File: config.mk
export PLATFORM = sky130hd
export DESIGN_NAME = fdct4_serial
export DESIGN_NICKNAME = d
export VERILOG_FILES = /design/src/rtl/fdct4_serial.sv
export SDC_FILE = /design/constraint.sdc
export NUM_CORES = 2
export LEC_CHECK = 0
export CELL_PAD_IN_SITES_DETAIL_PLACEMENT = 1
export CELL_PAD_IN_SITES_GLOBAL_PLACEMENT = 1
export CORE_MARGIN = 5
export CORE_UTILIZATION = 42
export DETAILED_ROUTE_END_ITERATION = 10
export PLACE_DENSITY = 0.8
export SYNTH_ARGS = -nofsm -noshare
export SYNTH_HDL_FRONTEND = slang
export SYNTH_SLANG_ARGS = --single-unit
File: constraint.sdc
create_clock -name clk -period 11.07 [get_ports clk]
set_input_delay 2.214 -clock clk [delete_from_list [all_inputs] [get_ports clk]]
set_output_delay 2.214 -clock clk [all_outputs]
set_load 0.02 [all_outputs]
File: src/rtl/fdct4_serial.sv
// Forward 4-point DCT: collects 4 samples, butterfly then multiply stage, output row held until out_ready (2 cycles after 4th accept).
// in_ready only in COLLECT; define FDCT4_SAT_EN to saturate coefficients instead of wrapping them.
module fdct4_serial #(
  parameter int DATA_W = 25,
  parameter int SHIFT  = 8,
  parameter int INT_W  = 36
) (
  input  logic                     clk,
  input  logic                     reset,
  input  logic signed [DATA_W-1:0] d_in,
  input  logic                     in_valid,
  output logic                     in_ready,
  output logic signed [DATA_W-1:0] c_out_0,
  output logic signed [DATA_W-1:0] c_out_1,
  output logic signed [DATA_W-1:0] c_out_2,
  output logic signed [DATA_W-1:0] c_out_3,
  output logic                     out_valid,
  input  logic                     out_ready
);

  typedef enum logic [1:0] {COLLECT, BFLY, MULT, HOLD} state_t;

  localparam logic signed [INT_W-1:0] C64  = INT_W'(64);
  localparam logic signed [INT_W-1:0] C83  = INT_W'(83);
  localparam logic signed [INT_W-1:0] C36  = INT_W'(36);
  localparam logic signed [INT_W-1:0] RND  = INT_W'(1) << (SHIFT - 1);
  localparam logic signed [INT_W-1:0] MAXV = (INT_W'(1) << (DATA_W - 1)) - INT_W'(1);
  localparam logic signed [INT_W-1:0] MINV = -(INT_W'(1) << (DATA_W - 1));

  state_t state, state_nxt;
  logic [1:0] cnt;
  logic signed [DATA_W-1:0] x [4];
  logic signed [INT_W-1:0] e0, e1, o0, o1;
  logic signed [INT_W-1:0] y0, y1, y2, y3;

  // Round half up via arithmetic shift, then fit into DATA_W.
  function automatic logic signed [DATA_W-1:0] reduce(input logic signed [INT_W-1:0] y);
    logic signed [INT_W-1:0] r;
    r = (y + RND) >>> SHIFT;
`ifdef FDCT4_SAT_EN
    if (r > MAXV)
      return MAXV[DATA_W-1:0];
    else if (r < MINV)
      return MINV[DATA_W-1:0];
    else
      return r[DATA_W-1:0];
`else
    return r[DATA_W-1:0];
`endif
  endfunction

  assign y0 = C64 * e0 + C64 * e1;
  assign y2 = C64 * e0 - C64 * e1;
  assign y1 = C83 * o0 + C36 * o1;
  assign y3 = C36 * o0 - C83 * o1;

  always_ff @(posedge clk or posedge reset) begin
    if (reset)
      state <= COLLECT;
    else
      state <= state_nxt;
  end

  always_comb begin
    state_nxt = state;
    in_ready  = 1'b0;
    case (state)
      COLLECT: begin
        in_ready = 1'b1;
        if (in_valid && cnt == 2'd3)
          state_nxt = BFLY;
      end
      BFLY:    state_nxt = MULT;
      MULT:    state_nxt = HOLD;
      HOLD:    if (out_ready) state_nxt = COLLECT;
      default: state_nxt = COLLECT;
    endcase
  end

  always_ff @(posedge clk or posedge reset) begin
    if (reset) begin
      cnt       <= 2'd0;
      for (int i = 0; i < 4; i++)
        x[i] <= '0;
      e0        <= '0;
      e1        <= '0;
      o0        <= '0;
      o1        <= '0;
      c_out_0   <= '0;
      c_out_1   <= '0;
      c_out_2   <= '0;
      c_out_3   <= '0;
      out_valid <= 1'b0;
    end else begin
      if (in_valid && in_ready) begin
        x[cnt] <= d_in;
        cnt    <= cnt + 2'd1;
      end
      if (state == BFLY) begin
        e0 <= INT_W'(x[0]) + INT_W'(x[3]);
        e1 <= INT_W'(x[1]) + INT_W'(x[2]);
        o0 <= INT_W'(x[0]) - INT_W'(x[3]);
        o1 <= INT_W'(x[1]) - INT_W'(x[2]);
      end
      if (state == MULT) begin
        c_out_0   <= reduce(y0);
        c_out_1   <= reduce(y1);
        c_out_2   <= reduce(y2);
        c_out_3   <= reduce(y3);
        out_valid <= 1'b1;
      end
      // Coefficients stay put after the row is taken; only the flag drops.
      if (state == HOLD && out_ready)
        out_valid <= 1'b0;
    end
  end

endmodule

# Word level (Yosys, flattened, before mapping)
# Index checks and enable logic that the tools add are counted.
[word_totals]
reg_bits = 329
input_bits = 29
wordCells = 57
[op_classes]
add_sub_neg = 13
n_mul = 4
order_cmp = 2
eq_ne = 6
muxes = 9
bitwise = 1
reduce_logical = 7
[op_table]
columns = ["op", "count"]
rows = [
  ["$add 33x9->33 const B", 4],
  ["$bwmux 100", 1],
  ["$mul 5x36->31 const A", 2],
  ["$mul 8x36->33 const A", 2],
  ["$add 25x25->26", 2],
  ["$sub 25x25->26", 2],
  ["$demux 25 s2", 1],
  ["$add 32x32->33", 1],
  ["$add 33x33->33", 1],
  ["$sub 32x32->33", 1],
  ["$sub 33x33->33", 1],
  ["$mux 25", 1],
  ["$pmux 2 s4", 1],
  ["$eq 2x2->1 const B", 3],
  ["$logic_and 1x1->1", 4],
  ["$mux 2", 2],
  ["$ne 2x2->1 const B", 2],
  ["$ge 3x3->1 const B", 1],
  ["$lt 3x1->1 const B", 1],
  ["$mux 1", 3],
  ["$not 2->3", 1],
  ["$add 2x1->2 const B", 1],
  ["$eq 2x1->1 const B", 1],
  ["$logic_not 2->1", 1],
  ["other kinds (2)", 2],
]

# Logic depth before layout (Yosys ltp)
[depth]
ltp_word = 6
ltp_mapped = 30
ltp_nobuf = 30

# Worst setup path after synthesis
# Ideal clock, no wire load.
[synth_path]
path_kind = "flip-flop to flip-flop"
start = "register o1[2]"
end = "register c_out_1[23]"
setup_time_ns = 0.125
arrival_ns = 7.155
slack_ns = 3.790
stages_incl_launch_ff = 30
n_path_buf = 0
period_less_slack_ns = 7.280
path_cell_list = "dfrtp_1 -> ha_1 -> ha_1 -> a21o_1 -> a21oi_1 -> o21bai_1 -> a2111oi_0 -> nor2_1 -> a21o_1 -> a21oi_1 -> nor2b_1 -> o21a_1 -> nor2_1 -> xnor2_1 -> fa_1 -> ha_1 -> fa_1 -> fa_1 -> ha_1 -> ha_1 -> nand4_1 -> o21a_1 -> a211o_1 -> a21bo_2 -> a31o_2 -> o211ai_1 -> a31oi_1 -> o21bai_1 -> xor2_1 -> mux2_2"
[synth_via]
elab_chain_len = 3
[synth_rtl]
columns = ["item", "line", "text"]
rows = [
  ["start: declaration", "33", "logic signed [INT_W-1:0] e0, e1, o0, o1;"],
  ["start signal: assignment", "103", "o1 <= INT_W'(x[1]) - INT_W'(x[2]);"],
  ["$mul 5x36->31", "54", "assign y1 = C83 * o0 + C36 * o1;"],
  ["$add 33x33->33", "54", ""],
  ["$add 33x9->33", "39", "r = (y + RND) >>> SHIFT;"],
  ["end signal: assignment", "107", "c_out_1 <= reduce(y1);"],
  ["end: declaration", "14", "output logic signed [DATA_W-1:0] c_out_1,"],
]
# Every way passes these cells.
# A chain may end at the register's enable or synchronous reset.

# Final worst setup path
[layout_path]
start = "register o1[2]"
end = "register c_out_1[24]"
# The elaborated chain is that of the path after synthesis.

==> results by group <==
Worst setup path
  • Critical path capture point type: register
  • Critical path endpoint: c_out_1[24]
  • CP max FO: 7
  • Slowest CP cell: a2111oi_0
  • Setup crit start kind: register
  • Crit path launch: o1[2]
  • Slowest stage delay, CP: 690 ps
  • Worst EP required: 11480 ps
  • Most numerous cell on the critical path: ha_1
  • Worst r2r src: o1[2]
  • Worst reg-to-reg path cell count: 30
  • Worst r2r dst: c_out_1[24]
  • Reg2reg setup slack: 2760 ps
  • Worst Path Arrival: 8720 ps
  • Setup CP Type: reg2reg

Clocking
  • CTS Hold Bufs: 0
  • Clk buf depth: 3
  • H-tree depth: 2
  • CTS Buf Count: 41
  • Worst-skew pair later-pin latency: 570 ps
  • Worst-path clk slew: 60 ps
  • Post-CTS setup buffers: 0
  • Post_cts resized: 0
  • Root buffer cell: clkbuf_16
  • CTS tree: yes
  • Clock Sinks: 307

Yosys
  • Cell with the most instances after synthesis: ha_1
  • Post-synth top cells: ha_1 (543), inv_1 (408), dfrtp_1 (307)
  • Xor/xnor cell area share of the yosys netlist: under 10%
  • Yosys top cell by area: dfrtp_1
  • Post-synthesis register bit count: 307
  • Post-synthesis compound-gate area fraction: 12.0%
  • Syn Area/Cell: 10.0 µm²
  • Synth Warn #: 0
  • Largest family of logic cells by synthesized area: adder cells
  • Synth Area in Adders: 33.6%
  • Syn Nets: 3707
  • Multiplexer share of the synthesized area: about 8.4%
  • Sequential fraction of the synthesis area: 25.8%
  • Post-synth EDFFs: 0
  • Main synth FF type: dfrtp_1
  • Post-synth cell types: about 80
  • Top cells by area, synth: dfrtp_1 (26%), ha_1 (23%), fa_1 (11%)
  • Async set-or-reset flop fraction in the synthesized netlist: 100%
  • Synth Area in Simple Gates: 7.38%
  • Area share of the largest cell type after synthesis: 25.8%
  • Cell area after synthesis: 29800 µm²
  • Post-synthesis instance total: 2974

Hold path
  • Worst min path class: reg2reg

Detailed routing
  • Antenna-violating nets left: 0
  • DRC Markers: 0
  • Initial DRC Count: 989
  • Vias per cell: 5.39
  • Final WL: 80600 µm
  • Vias post-DR: ~22000
  • DR pass1 iterations: 5
  • DR WL/cell: 19.9 µm

STA
  • RSZ-0062 raised after global routing: false
  • Final clock period utilization by the worst path: 75.1%
  • Slew HR: 38.6%
  • Final Max Slew Viols: 0
  • Final Setup Violations: 0
  • Fin crit period: 8310 ps
  • Endpoints failing hold: 0
  • Worst-margin pin slew: 920 ps
  • Final hold slack: 504 ps
  • Setup TNS: 0 ps
  • Max Fclk: 0.120 GHz
  • Fin Clk Skew: approximately 15 ps

GRT
  • Initial antenna violation count: 1
  • Vias in the first global route: 24200
  • First-pass GRT wire length: roughly 130000 µm
  • Pin count of the biggest net entering global routing: 136
  • GRT overflow: 0
  • Tot GR Track Use: roughly a fifth

Final layout
  • Area Growth Syn to Fin: 12.4%
  • Ant diodes: 0
  • Fin util: 47.7%
  • Share of cells above drive strength 1: 10.3%
  • Layout Nets: approximately 3800

Status
  • Status: finished, final reports clean

Floorplan
  • Core area: 70300 µm²
  • Starting Density: between 40% and 50%
  • Die area: 76500 µm²
  • Chip height: 277 µm
  • Chip width: 277 µm
  • Row Count: 97
  • I/O pin total: 131

Placement
  • Port bufs: 130
  • Detail Placement HPWL: 64900 µm
  • Gpl congestion: 0.872

Flow run
  • Maxcap violations: 0
layer usage:
metal / up-vias / global-route usage (%) / wire, µm
met3: 122 / 2.35 / 2500
met2: 308 / 37.1 / 39600
met1: 11100 / 27.0 / 36300
li1: 10400 / - / -
met5: - / 0 / 0
met4: 0 / 5.33 / 2210
cell families (layout without fill, tap and decap cells):
logic type	after synthesis	in the layout
flip-flops	307	307
AO/OA/AOI/OAI	563	563
XOR/XNOR	231	231
buffers and inverters	476	619
adder cells (fa/ha/maj)	704	704
multiplexers	224	224
AND/OR/NAND/NOR	469	469
flip-flops by register name (all words and copies together) (netlist names), 2 cells and up:
register,count
x,100
e0,26
e1,26
c_out_0,25
c_out_1,25
c_out_2,25
c_out_3,25
o0,25
o1,25
cnt,2
state,2
area by class of cell:
class	count	area, µm²
clock buffer	56	1150
clock inverter	16	230
fill	7820	36700
inverter	408	1540
multi-input combinational	2191	20400
sequential	307	7680
tap	940	1180
timing repair buffer	139	1380
how the worst min path moves through the flow:
stage | from | to | slack [ps] | depth (start not counted)
floorplan | e0[17] | e0[17] | 490 | 1
global placement | c_out_0[11] | c_out_0[11] | 490 | 1
detailed placement | c_out_2[15] | c_out_2[15] | 500 | 1
CTS | c_out_0[3] | c_out_0[3] | 510 | 1
global route | c_out_3[19] | c_out_3[19] | 520 | 1
finish | c_out_3[17] | c_out_3[17] | 500 | 1
worst max-delay path: cells and delay by family (launching register included):
family	cells	cell delay [ps]
adder cells (fa/ha/maj)	8	3030
AO/OA/AOI/OAI	16	3730
XOR/XNOR	2	330
flip-flops	1	480
AND/OR/NAND/NOR	4	590
cells in the final DEF (no fill, tap or decap), types with 24 or more instances in the layout:
cell,n
a21o_1,56
a21oi_1,231
clkbuf_16,41
clkdlybuf4s50_1,130
dfrtp_1,307
fa_1,161
ha_1,541
inv_1,407
mux2_2,215
nand2_1,77
nand2b_1,24
nand3_1,33
nor2_1,196
nor2b_1,28
nor3_1,34
o21a_1,26
o21ai_0,78
o21bai_1,38
xnor2_1,174
xor2_1,56
through the flow:
stage / instances / worst slack [ps] / area [µm²]
6_report: 4057 / 2760 / 33500
5_1_grt: 4057 / 2270 / 33500
4_1_cts: 4057 / 2760 / 33500
3_5_place_dp: 3985 / 2860 / 32100
3_3_place_gp: 3985 / 3080 / 32100
2_1_floorplan: 2974 / 368 / 29800
Power is left out: the tool's default activity adds up to more than one toggle a clock period on the data nets, which glitch-free logic cannot reach.
